### src/rtl/rock_ramp_scheduler.sv
// Applies amplitude/frequency targets to the cradle motor one step at a time on
// slow ticks, confirms settling, and ramps down to 0/0 quickly on stop.
module rock_ramp_scheduler #(
   parameter int STEP_TICKS   = 4,
   parameter int SETTLE_TICKS = 8
) (
   input  logic       clk,
   input  logic       reset,
   input  logic       tick,
   input  logic       stop,
   input  logic       target_valid,
   input  logic [2:0] target_amp,
   input  logic [2:0] target_freq,
   output logic       target_ready,
   output logic [2:0] amp_out,
   output logic [2:0] freq_out,
   output logic       busy,
   output logic       settled,
   output logic       step
);

   typedef enum logic [1:0] {IDLE, RAMP, SETTLE, STOP} state_t;

   localparam logic [3:0] STEP_LAST   = 4'(STEP_TICKS - 1);
   localparam logic [3:0] SETTLE_LAST = 4'(SETTLE_TICKS - 1);

   state_t     state, state_n;
   logic [3:0] cnt, cnt_n;
   logic [2:0] tamp, tfreq, tamp_n, tfreq_n, amp_n, freq_n;
   logic       step_n, settled_n, accept;

   function automatic logic [2:0] toward(input logic [2:0] cur, input logic [2:0] tgt);
      if (cur < tgt)      return cur + 3'd1;
      else if (cur > tgt) return cur - 3'd1;
      else                return cur;
   endfunction

   assign target_ready = !reset && !stop && ((state == IDLE) || (state == SETTLE));
   assign accept       = target_valid && target_ready;
   assign busy         = (state == RAMP) || (state == STOP);

   always_comb begin
      state_n   = state;
      cnt_n     = cnt;
      tamp_n    = tamp;
      tfreq_n   = tfreq;
      amp_n     = amp_out;
      freq_n    = freq_out;
      step_n    = 1'b0;
      settled_n = 1'b0;
      if (stop && state != STOP) begin
         state_n = STOP;
         tamp_n  = 3'd0;
         tfreq_n = 3'd0;
         cnt_n   = 4'd0;
      end else if (accept) begin
         // a tick arriving with the accept is not counted in the new state
         tamp_n  = target_amp;
         tfreq_n = target_freq;
         cnt_n   = 4'd0;
         state_n = (target_amp == amp_out && target_freq == freq_out) ? SETTLE : RAMP;
      end else begin
         case (state)
            RAMP: if (tick) begin
               if (cnt == STEP_LAST) begin
                  cnt_n  = 4'd0;
                  amp_n  = toward(amp_out, tamp);
                  freq_n = toward(freq_out, tfreq);
                  step_n = (amp_n != amp_out) || (freq_n != freq_out);
                  if (amp_n == tamp && freq_n == tfreq) state_n = SETTLE;
               end else begin
                  cnt_n = cnt + 4'd1;
               end
            end
            SETTLE: if (tick) begin
               if (cnt == SETTLE_LAST) begin
                  cnt_n     = 4'd0;
                  settled_n = 1'b1;
                  state_n   = IDLE;
               end else begin
                  cnt_n = cnt + 4'd1;
               end
            end
            STOP: begin
               // exit only once fully down and the request has been released
               if (amp_out == 3'd0 && freq_out == 3'd0 && !stop) begin
                  state_n = IDLE;
               end else if (tick) begin
                  amp_n  = toward(amp_out, 3'd0);
                  freq_n = toward(freq_out, 3'd0);
                  step_n = (amp_out != 3'd0) || (freq_out != 3'd0);
               end
            end
            default: ;
         endcase
      end
   end

   always_ff @(posedge clk) begin
      if (reset) begin
         state    <= IDLE;
         cnt      <= 4'd0;
         tamp     <= 3'd0;
         tfreq    <= 3'd0;
         amp_out  <= 3'd0;
         freq_out <= 3'd0;
         step     <= 1'b0;
         settled  <= 1'b0;
      end else begin
         state    <= state_n;
         cnt      <= cnt_n;
         tamp     <= tamp_n;
         tfreq    <= tfreq_n;
         amp_out  <= amp_n;
         freq_out <= freq_n;
         step     <= step_n;
         settled  <= settled_n;
      end
   end

endmodule

### config.mk
export PLATFORM = sky130hd
export DESIGN_NAME = rock_ramp_scheduler
export DESIGN_NICKNAME = d
export VERILOG_FILES = /design/src/rtl/rock_ramp_scheduler.sv
export SDC_FILE = /design/constraint.sdc
export NUM_CORES = 1
export LEC_CHECK = 0
export ABC_AREA = 1
export BUFFER_PORTS_ARGS = -buffer_cell sky130_fd_sc_hd__buf_2
export CAP_MARGIN = 20
export CORE_MARGIN = 2
export CORE_UTILIZATION = 31
export DETAILED_ROUTE_END_ITERATION = 12
export SLEW_MARGIN = 40
export SYNTH_ARGS = -nofsm -noshare
export SYNTH_HDL_FRONTEND = slang
export SYNTH_SLANG_ARGS = --single-unit
### constraint.sdc
create_clock -name clk -period 4.54 [get_ports clk]
set_clock_uncertainty 0.2 [all_clocks]
set_input_delay 1.362 -clock clk [delete_from_list [all_inputs] [get_ports clk]]
set_output_delay 1.362 -clock clk [all_outputs]
set_load 0.005 [all_outputs]
==> flow_summary_export.csv, run 1 <==
group,metric,value,unit
drt,vias,1525,
finish,antenna_cells,0,
sta,hold_violations,0,
hold_path,worst_hold_startpoint,"cnt[1]$_SDFFE_PP0P_",
placement,gp_congestion,0.824,
clocking,postCtsSetupRepairBufs,0,
placement,pre_cts_slack,1.19,ns
clocking,clkLatencyLatePin,0.27,ns
synthesis,synth_common_cells,"nand2_1 (43), inv_1 (34), nand3_1 (27)",
grt,overflow,0,
drt,drtAntennaViolNets,0,
placement,dpl.cell_count,325,
floorplan,start_util,0.318,
grt,grt_pass1_vias,1380,
floorplan,die-height,75.9,µm
floorplan,placementRows,26,
hold_path,hp-class,"reg -> reg",
synthesis,synth_most_common_cell,"nand2_1",
clocking,tritoncts,"yes",
job,max_cap_violations,0,
synthesis,synth_ff_type,"dfxtp_1",
worst_setup_path,r2r.worst_path.cells,13,
clocking,cts_resized,0,
worst_setup_path,critPathMaxFanout,7,
finish,utilization,0.365,
floorplan,io_pins,21,
worst_setup_path,arrival,1.80,ns
drt,drt-total-wl,3.60,mm
drt,drt_iter0_markers,52,
sta,timing.final.crit_share,0.740,
clocking,cts_buffer_depth,2,
clocking,clkSlewWorstSetupHoldPaths,0.09,ns
power,peakVddDrop,111,µV
worst_setup_path,worstSetupStartpointType,"primary input",
synthesis,synth.distinct_cells,31,
drt,vias_per_cell,4.64,
grt,antenna_found_initial,0,
grt,grt_pass1_wl,6.31,mm
worst_setup_path,cp_slowest_cell,"buf_2",
drt,wire_per_inst,10.9,µm
drt,drcViolationCount,0,
sta,min_period,3.36,ns
hold_path,hold_depth,2,
worst_setup_path,end_kind,"output port",
synthesis,synth.area.top_cells,"dfxtp_1 (25%), ha_1 (10%), nand2_1 (10%)",
clocking,cts_made_buffers,3,
sta,holdWs,0.292,ns
synthesis,synth_seq_cells,20,
sta,setup_viol,0,
worst_setup_path,critPathKind,"in -> out",
worst_setup_path,rrSetupSlack,2.25,ns
placement,postPlaceCellArea,0.00177,mm²
synthesis,yosysTopAreaCell,"dfxtp_1",
synthesis,avgSynthCellArea,6.71,µm²
sta,setup_slack,1.18,ns
sta,slew_headroom,0.710,
status,status,"completed",
grt,grt_max_degree,17,
synthesis,syn_nets,263,
grt,gr-usage-all-layers,0.130,
floorplan,die_x,75.9,µm
worst_setup_path,max_stage_delay,0.16,ns
worst_setup_path,r2r_start,"amp_out[2]$_SDFFE_PP0P_",
placement,port_buffers,20,
synthesis,async_reset_ff_frac,0,
clocking,cts_root_buf,"clkbuf_8",
sta,final.setup.tns,0,ns
sta,worst_pin_slew,0.434,ns
finish,area_growth,14.7,%
worst_setup_path,cp_common_cell,"buf_2",
power,p_total,0.488,mW
drt,drt_pass1_iterations,4,
sta,rsz0062_at_grt,"no",
floorplan,core_region_area,0.00504,mm²
worst_setup_path,crit_chain,"buf_2 -> nor3_1 -> buf_2",
power,cellPowerDensity,265,mW/mm²
synthesis,syn_inst,239,
worst_setup_path,worstPathRequired,2.98,ns
clocking,cts-htree-levels,1,
synthesis,ys_seq_area_frac,0.250,
synthesis,syn_area,0.00160,mm²
synthesis,synth_edf_count,0,
floorplan,die_area,0.00576,mm²
placement,dp_hpwl,2.88,mm
sta,maxSlewViolCount,0,
synthesis,ys_warn_count,0,
hold_path,holdPathEnd,"cnt[1]$_SDFFE_PP0P_",
clocking,cts.hold.buffers_added,0,
clocking,cts_sinks,20,
synthesis,synth_top_area_share,0.250,
power,leakage,0.851,nW
sta,timing.fmax,298,MHz
finish,fin_cells,329,
worst_setup_path,reg2reg_to,"state[1]$_SDFFE_PP0P_",
finish,layout.nets,284,
finish,drive_gt1_frac,0.170,
finish,design_area,0.00184,mm²
[how the worst max path moves through the flow]
| stage | from | endpoint | slack [ns] |
|---|---|---|---|
| floorplan | stop | target_ready | 1.42 |
| global placement | reset | target_ready | 1.18 |
| detailed placement | reset | target_ready | 1.19 |
| CTS | reset | target_ready | 1.19 |
| global route | reset | target_ready | 1.17 |
| finish | reset | target_ready | 1.18 |
[registers in the layout (all words and copies together), names as in the netlist]
| signal | cells |
|---|---|
| freq_out | 3 |
| settled | 1 |
| amp_out | 3 |
| state | 2 |
| tfreq | 3 |
| cnt | 4 |
| tamp | 3 |
| step | 1 |
[area by class of cell]
type | count | area [µm²]
Timing Repair Buffer | 20 | 100
Fill cell | 545 | 3200
Clock buffer | 3 | 41.3
Sequential cell | 20 | 400
Tap cell | 70 | 87.6
Multi-Input combinational cell | 179 | 1040
Clock inverter | 1 | 30.0
Inverter | 36 | 135
[where the power goes]
part	internal, mW	leakage [nW]	total, mW	switching (mW)
Sequential	0.181	0.162	0.190	0.00890
Clock	0.118	0.0357	0.180	0.0625
Combinational	0.0429	0.653	0.118	0.0749
[cells in the final DEF (no fill, tap or decap), types with 4 or more instances in the layout]
cell type,instances
nand4_1,7
o21ai_1,4
nand3_1,27
a21oi_1,17
ha_1,13
nor2_1,19
buf_2,20
xnor2_1,8
inv_1,34
o21ai_0,12
nand2_1,43
dfxtp_1,20
[cells by family (layout without fill, tap and decap cells)]
kind of cell | Yosys count | in the layout | synth area share
AND/OR/NAND/NOR | 113 | 113 | 0.339
AO/OA/AOI/OAI | 43 | 43 | 0.156
buffers and inverters | 40 | 60 | 0.0991
flip-flops | 20 | 20 | 0.250
adder cells (fa/ha/maj) | 13 | 13 | 0.101
XOR/XNOR | 10 | 10 | 0.0546
[critical path, delay by kind of cell]
family | cells | cell delay, ns
buffers and inverters | 2 | 0.30
AND/OR/NAND/NOR | 1 | 0.14
[layer usage]
layer  GRT usage  wire length (µm)  up-vias  share of wire
li1            -                 -      832              -
met1       0.178              1850      665           0.51
met2       0.215              1600       26           0.44
met3      0.0286               141        2          0.039
met4      0.0200                 8        0         0.0022
met5           0                 0        -              0
Power figures use the tool's default switching activity.
==> inputs of run 2 (changes only) <==
- ABC_AREA: 1 -> 0
- clock period: 4.54 -> 2.7 ns (I/O delays scaled with it)
==> run 2 against run 1 <==
  * Non-clock buffer count is 9 higher
  * Core utilization grew 0.63 points
  * Combinational power up 27%
  * Final area grew 2.4%
==> flow_summary_export.csv, run 2 <==
group,metric,value,unit
synthesis,synth_ff_type,"dfxtp_1",
placement,gp_congestion,0.863,
grt,grt_max_degree,16,
worst_setup_path,critPathKind,"in -> out",
grt,grt_pass1_wl,7.16,mm
synthesis,synth-adder-area-share,0.100,
power,leakage,0.759,nW
synthesis,synth_top_family_by_area,"simple AND/OR/NAND/NOR gates",
placement,port_buffers,20,
synthesis,ys_seq_area_frac,0.247,
clocking,cts_resized,0,
sta,timing.final.crit_share,0.919,
clocking,postCtsSetupRepairBufs,0,
synthesis,syn_inst,211,
clocking,cts-htree-levels,1,
drt,drt_pass1_iterations,4,
finish,final_cell_mix,"nand2_1 (24), a21oi_1 (21), dfxtp_1 (20), buf_2 (20), nor2_1 (17)",
sta,timing.fmax,403,MHz
finish,area_growth,15.9,%
finish,drive_gt1_frac,0.167,
clocking,clkLatencyLatePin,0.26,ns
synthesis,synthMuxAreaShare,0.0308,
placement,dp_hpwl,3.30,mm
finish,fillers,577,
clocking,tritoncts,"yes",
drt,wire_per_inst,13.8,µm
sta,final.setup.tns,0,ns
drt,drt-total-wl,4.20,mm
finish,final_common_cell,"nand2_1",
sta,maxSlewViolCount,0,
clocking,cts_buffer_depth,2,
synthesis,synth_common_cells,"nand2_1 (24), a21oi_1 (21), dfxtp_1 (20)",
synthesis,synth.distinct_cells,52,
drt,vias,1601,
grt,overflow,0,
status,status,"completed",
worst_setup_path,r2r_start,"freq_out[0]$_SDFFE_PP0P_",
sta,hold_violations,0,
grt,gr-usage-all-layers,0.148,
floorplan,io_pins,21,
sta,min_period,2.48,ns
clocking,cts.hold.buffers_added,0,
sta,worst_pin_slew,0.485,ns
synthesis,ys_warn_count,0,
synthesis,synth_top_area_share,0.247,
floorplan,die_area,0.00583,mm²
floorplan,placementRows,26,
placement,postPlaceCellArea,0.00184,mm²
floorplan,start_util,0.320,
synthesis,synth_edf_count,0,
synthesis,synthSimpleGateAreaFrac,0.240,
synthesis,synth_xor_area_frac,0.0971,
clocking,cts_sinks,20,
hold_path,worst_hold_startpoint,"tamp[1]$_SDFFE_PP0P_",
worst_setup_path,arrival,1.47,ns
hold_path,hp-class,"reg -> reg",
power,cellPowerDensity,357,mW/mm²
sta,holdWs,0.257,ns
floorplan,die_x,76.4,µm
clocking,cts_made_buffers,3,
synthesis,synth.area.top_cells,"dfxtp_1 (25%), ha_1 (10%), xnor2_1 (7.0%)",
finish,utilization,0.371,
sta,slew_headroom,0.676,
worst_setup_path,critPathMaxFanout,8,
finish,top_register,"cnt",
synthesis,avgSynthCellArea,7.70,µm²
finish,layout.nets,260,
power,p_total,0.673,mW
finish,largest_reg_flops,4,
floorplan,core_region_area,0.00507,mm²
drt,drtAntennaViolNets,0,
synthesis,synth_seq_cells,20,
finish,design_area,0.00188,mm²
floorplan,die-height,76.4,µm
worst_setup_path,cp-startpoint,"stop",
job,max_cap_violations,0,
power,peakVddDrop,220,µV
grt,grt_pass1_vias,1546,
worst_setup_path,worstPathRequired,1.69,ns
synthesis,syn_area,0.00162,mm²
sta,setup_viol,0,
synthesis,synth_compound_area_frac,0.230,
drt,vias_per_cell,5.27,
synthesis,async_reset_ff_frac,0,
synthesis,yosysTopAreaCell,"dfxtp_1",
finish,antenna_cells,0,
drt,drt_iter0_markers,95,
worst_setup_path,end_kind,"output port",
clocking,cts_root_buf,"clkbuf_8",
grt,antenna_found_initial,0,
synthesis,synth_most_common_cell,"nand2_1",
drt,drcViolationCount,0,
synthesis,syn_nets,235,
clocking,clkSlewWorstSetupHoldPaths,0.08,ns
worst_setup_path,worstSetupStartpointType,"primary input",
sta,rsz0062_at_grt,"no",
-- run 2: cell count changes in the layout (fill, tap and decap cells not counted), moves of 5 or more --
cell	before	now
nand3_1	27	6
buf_4	0	9
mux2i_1	0	5
xnor2_1	8	13
nand2_1	43	24
o21ai_0	12	7
inv_1	34	14
nand4_1	7	2
-- run 2: stage by stage --
stage,setup WS (ns),std cells
finish,0.218,304
detailed placement,0.150,301
CTS,0.225,304
global placement,0.212,301
global route,0.0785,304
floorplan,0.342,211
-- run 2: kinds of logic (layout without fill, tap and decap cells) --
family | after synthesis | after routing
buf+inv | 23 | 46
xor+xnor | 18 | 18
fa+ha+maj | 13 | 13
simple gates | 75 | 75
flops | 20 | 20
mux | 5 | 5
compound gates | 57 | 57
-- run 2: worst paths after layout --
check / cells past startpoint / endpoint / slack (ns)
min reg2reg: 2 / tamp[1]$_SDFFE_PP0P_ / 0.26
max: 3 / target_ready / 0.22
min: 2 / tamp[1]$_SDFFE_PP0P_ / 0.26
max reg2reg: 8 / state[0]$_SDFFE_PP0P_ / 0.24
-- run 2: layer usage --
metal | global-route usage | vias up | part of all wire
met5 | 0 | - | 0
met4 | 0.0364 | 0 | 0.0055
met3 | 0.0450 | 4 | 0.060
met2 | 0.232 | 35 | 0.44
met1 | 0.200 | 753 | 0.49
li1 | - | 809 | -
-- run 2: report_power, final --
part | switching, mW | leakage (nW) | internal (mW)
Sequential | 0.0190 | 0.162 | 0.302
Clock | 0.102 | 0.0216 | 0.0995
Combinational | 0.0840 | 0.576 | 0.0662
-- run 2: worst max-delay path: stages --
cell and delay (ns):
buf_2 0.15, nor3_1 0.33, buf_2 0.18
-- run 2: area by class of cell --
| class | instances | area [µm²] | area share |
|---|---|---|---|
| inverter | 14 | 52.6 | 0.0279 |
| tap | 70 | 87.6 | 0.0465 |
| timing repair buffer | 29 | 168 | 0.0891 |
| sequential | 20 | 400 | 0.213 |
| multi-input combinational | 168 | 1130 | 0.602 |
| clock buffer | 3 | 41.3 | 0.0219 |
==> inputs of run 3 (changes only) <==
- GPL_ROUTABILITY_DRIVEN: not set -> 0
- clock period: 2.7 -> 2.85 ns (I/O delays scaled with it)
==> run 3 against run 2 <==
  * Non-clock buffer count is 6 lower
  * Sequential power shrank 5%
  * Clock power grew 45%
  * Final area decreased by 0.80%
  * Die area unchanged
  * Flip-flop and latch count is the same
  * Total power rose by 8.6%
  * Core utilization shrank 0.30 points
  * Wire length down 3.5%
  * Register-to-register slack gained 0.11 ns
  * Clock-buffer cell count is the same
  * Largest cell class unchanged
  * Largest power group unchanged
  * Highest routed layer unchanged
==> flow_summary_export.csv, run 3 (same netlist as run 2, synthesis figures left out) <==
group,metric,value,unit
finish,final_common_cell,"nand2_1",
hold_path,hp-class,"reg -> reg",
drt,drt_iter0_markers,171,
finish,final_cell_mix,"nand2_1 (24), a21oi_1 (21), dfxtp_1 (20), buf_2 (20), nor2_1 (17)",
floorplan,die_area,0.00583,mm²
sta,rsz0062_at_grt,"no",
finish,layout.nets,254,
power,cellPowerDensity,391,mW/mm²
finish,design_area,0.00187,mm²
clocking,cts-htree-levels,1,
drt,vias,1563,
grt,grt_max_degree,16,
worst_setup_path,reg2reg_to,"state[0]$_SDFFE_PP0P_",
placement,dp_hpwl,3.21,mm
grt,gr-usage-all-layers,0.144,
finish,antenna_cells,0,
floorplan,die_x,76.4,µm
clocking,cts_sinks,20,
power,leakage,0.744,nW
clocking,cts_buffer_depth,2,
finish,multiInputGateArea,0.00113,mm²
clocking,cts.hold.buffers_added,0,
sta,final.setup.tns,0,ns
worst_setup_path,arrival,1.51,ns
drt,drt_pass1_iterations,4,
sta,timing.final.crit_share,0.901,
floorplan,start_util,0.320,
grt,antenna_found_initial,0,
status,status,"completed",
clocking,cts_made_buffers,3,
drt,drtAntennaViolNets,0,
floorplan,placementRows,26,
clocking,clkLatencyLatePin,0.26,ns
worst_setup_path,cp_common_cell,"buf_2",
sta,min_period,2.57,ns
worst_setup_path,rrSetupSlack,0.35,ns
placement,port_buffers,20,
worst_setup_path,r2r_start,"tfreq[2]$_SDFFE_PP0P_",
worst_setup_path,worstSetupStartpointType,"primary input",
power,p_total,0.731,mW
hold_path,holdPathEnd,"tamp[1]$_SDFFE_PP0P_",
sta,setup_viol,0,
worst_setup_path,worstPathRequired,1.80,ns
worst_setup_path,cp_slowest_cell,"nor3_1",
job,max_cap_violations,0,
hold_path,worst_hold_startpoint,"tamp[1]$_SDFFE_PP0P_",
floorplan,die-height,76.4,µm
drt,drcViolationCount,0,
finish,area_growth,14.9,%
clocking,cts_root_buf,"clkbuf_8",
drt,vias_per_cell,5.23,
sta,worst_pin_slew,0.544,ns
sta,holdWs,0.257,ns
clocking,cts_resized,0,
grt,grt_pass1_vias,1484,
floorplan,core_region_area,0.00507,mm²
hold_path,hold_depth,2,
sta,slew_headroom,0.633,
worst_setup_path,r2r.worst_path.cells,8,
finish,top_register,"cnt",
drt,drt-total-wl,4.05,mm
power,peakVddDrop,181,µV
placement,postPlaceCellArea,0.00180,mm²
clocking,clkSlewWorstSetupHoldPaths,0.08,ns
worst_setup_path,critPathMaxFanout,8,
worst_setup_path,crit_chain,"buf_2 -> nor3_1 -> buf_2",
finish,largest_reg_flops,4,
sta,maxSlewViolCount,0,
clocking,tritoncts,"yes",
finish,drive_gt1_frac,0.148,
drt,wire_per_inst,13.6,µm
finish,seqCellArea,400,µm²
worst_setup_path,critPathKind,"in -> out",
worst_setup_path,max_stage_delay,0.32,ns
clocking,postCtsSetupRepairBufs,0,
sta,hold_violations,0,
grt,grt_pass1_wl,6.93,mm
worst_setup_path,end_kind,"output port",
sta,timing.fmax,390,MHz
grt,overflow,0,
finish,fillers,575,
floorplan,io_pins,21,
[run 3: worst max-delay path by stage]
stage | from | endpoint | slack, ns | cells past startpoint
2_1_floorplan | reset | target_ready | 0.48 | 2
3_3_place_gp | stop | amp_out[1]$_SDFFE_PP0P_ | 0.27 | 7
3_5_place_dp | reset | state[0]$_SDFFE_PP0P_ | 0.27 | 6
4_1_cts | stop | target_ready | 0.29 | 3
5_1_grt | tfreq[2]$_SDFFE_PP0P_ | state[1]$_SDFFE_PP0P_ | 0.19 | 8
6_report | stop | target_ready | 0.28 | 3
[run 3: where the power goes]
part,switching (mW),internal (mW)
registers,0.0178,0.286
clock network,0.104,0.187
logic,0.0768,0.0578
[run 3: per-stage QoR]
step,worst slack [ns],utilization,std cells
floorplan,0.482,-,211
global placement,0.266,0.354,295
detailed placement,0.266,0.354,295
CTS,0.292,0.368,299
global route,0.186,0.368,299
finish,0.283,0.368,299
[run 3: layout make-up]
class	count	share of cell area
repair buffers	23	0.0657
inverters	14	0.0282
clock inverters	1	0.0161
clock buffers	3	0.0221
multi-input cells	168	0.607
well taps	70	0.0469
flip-flops and latches	20	0.214
[run 3: worst max-delay path: cells and delay by family]
family / cells / cell delay [ns]
buf+inv: 2 / 0.33
simple gates: 1 / 0.32
[run 3: layer usage]
metal,vias up,global-route usage,routed length [µm]
met2,24,0.229,1860
met5,-,0,0
met4,0,0.0273,16
met3,2,0.0273,203
met1,746,0.205,1980
li1,791,-,-
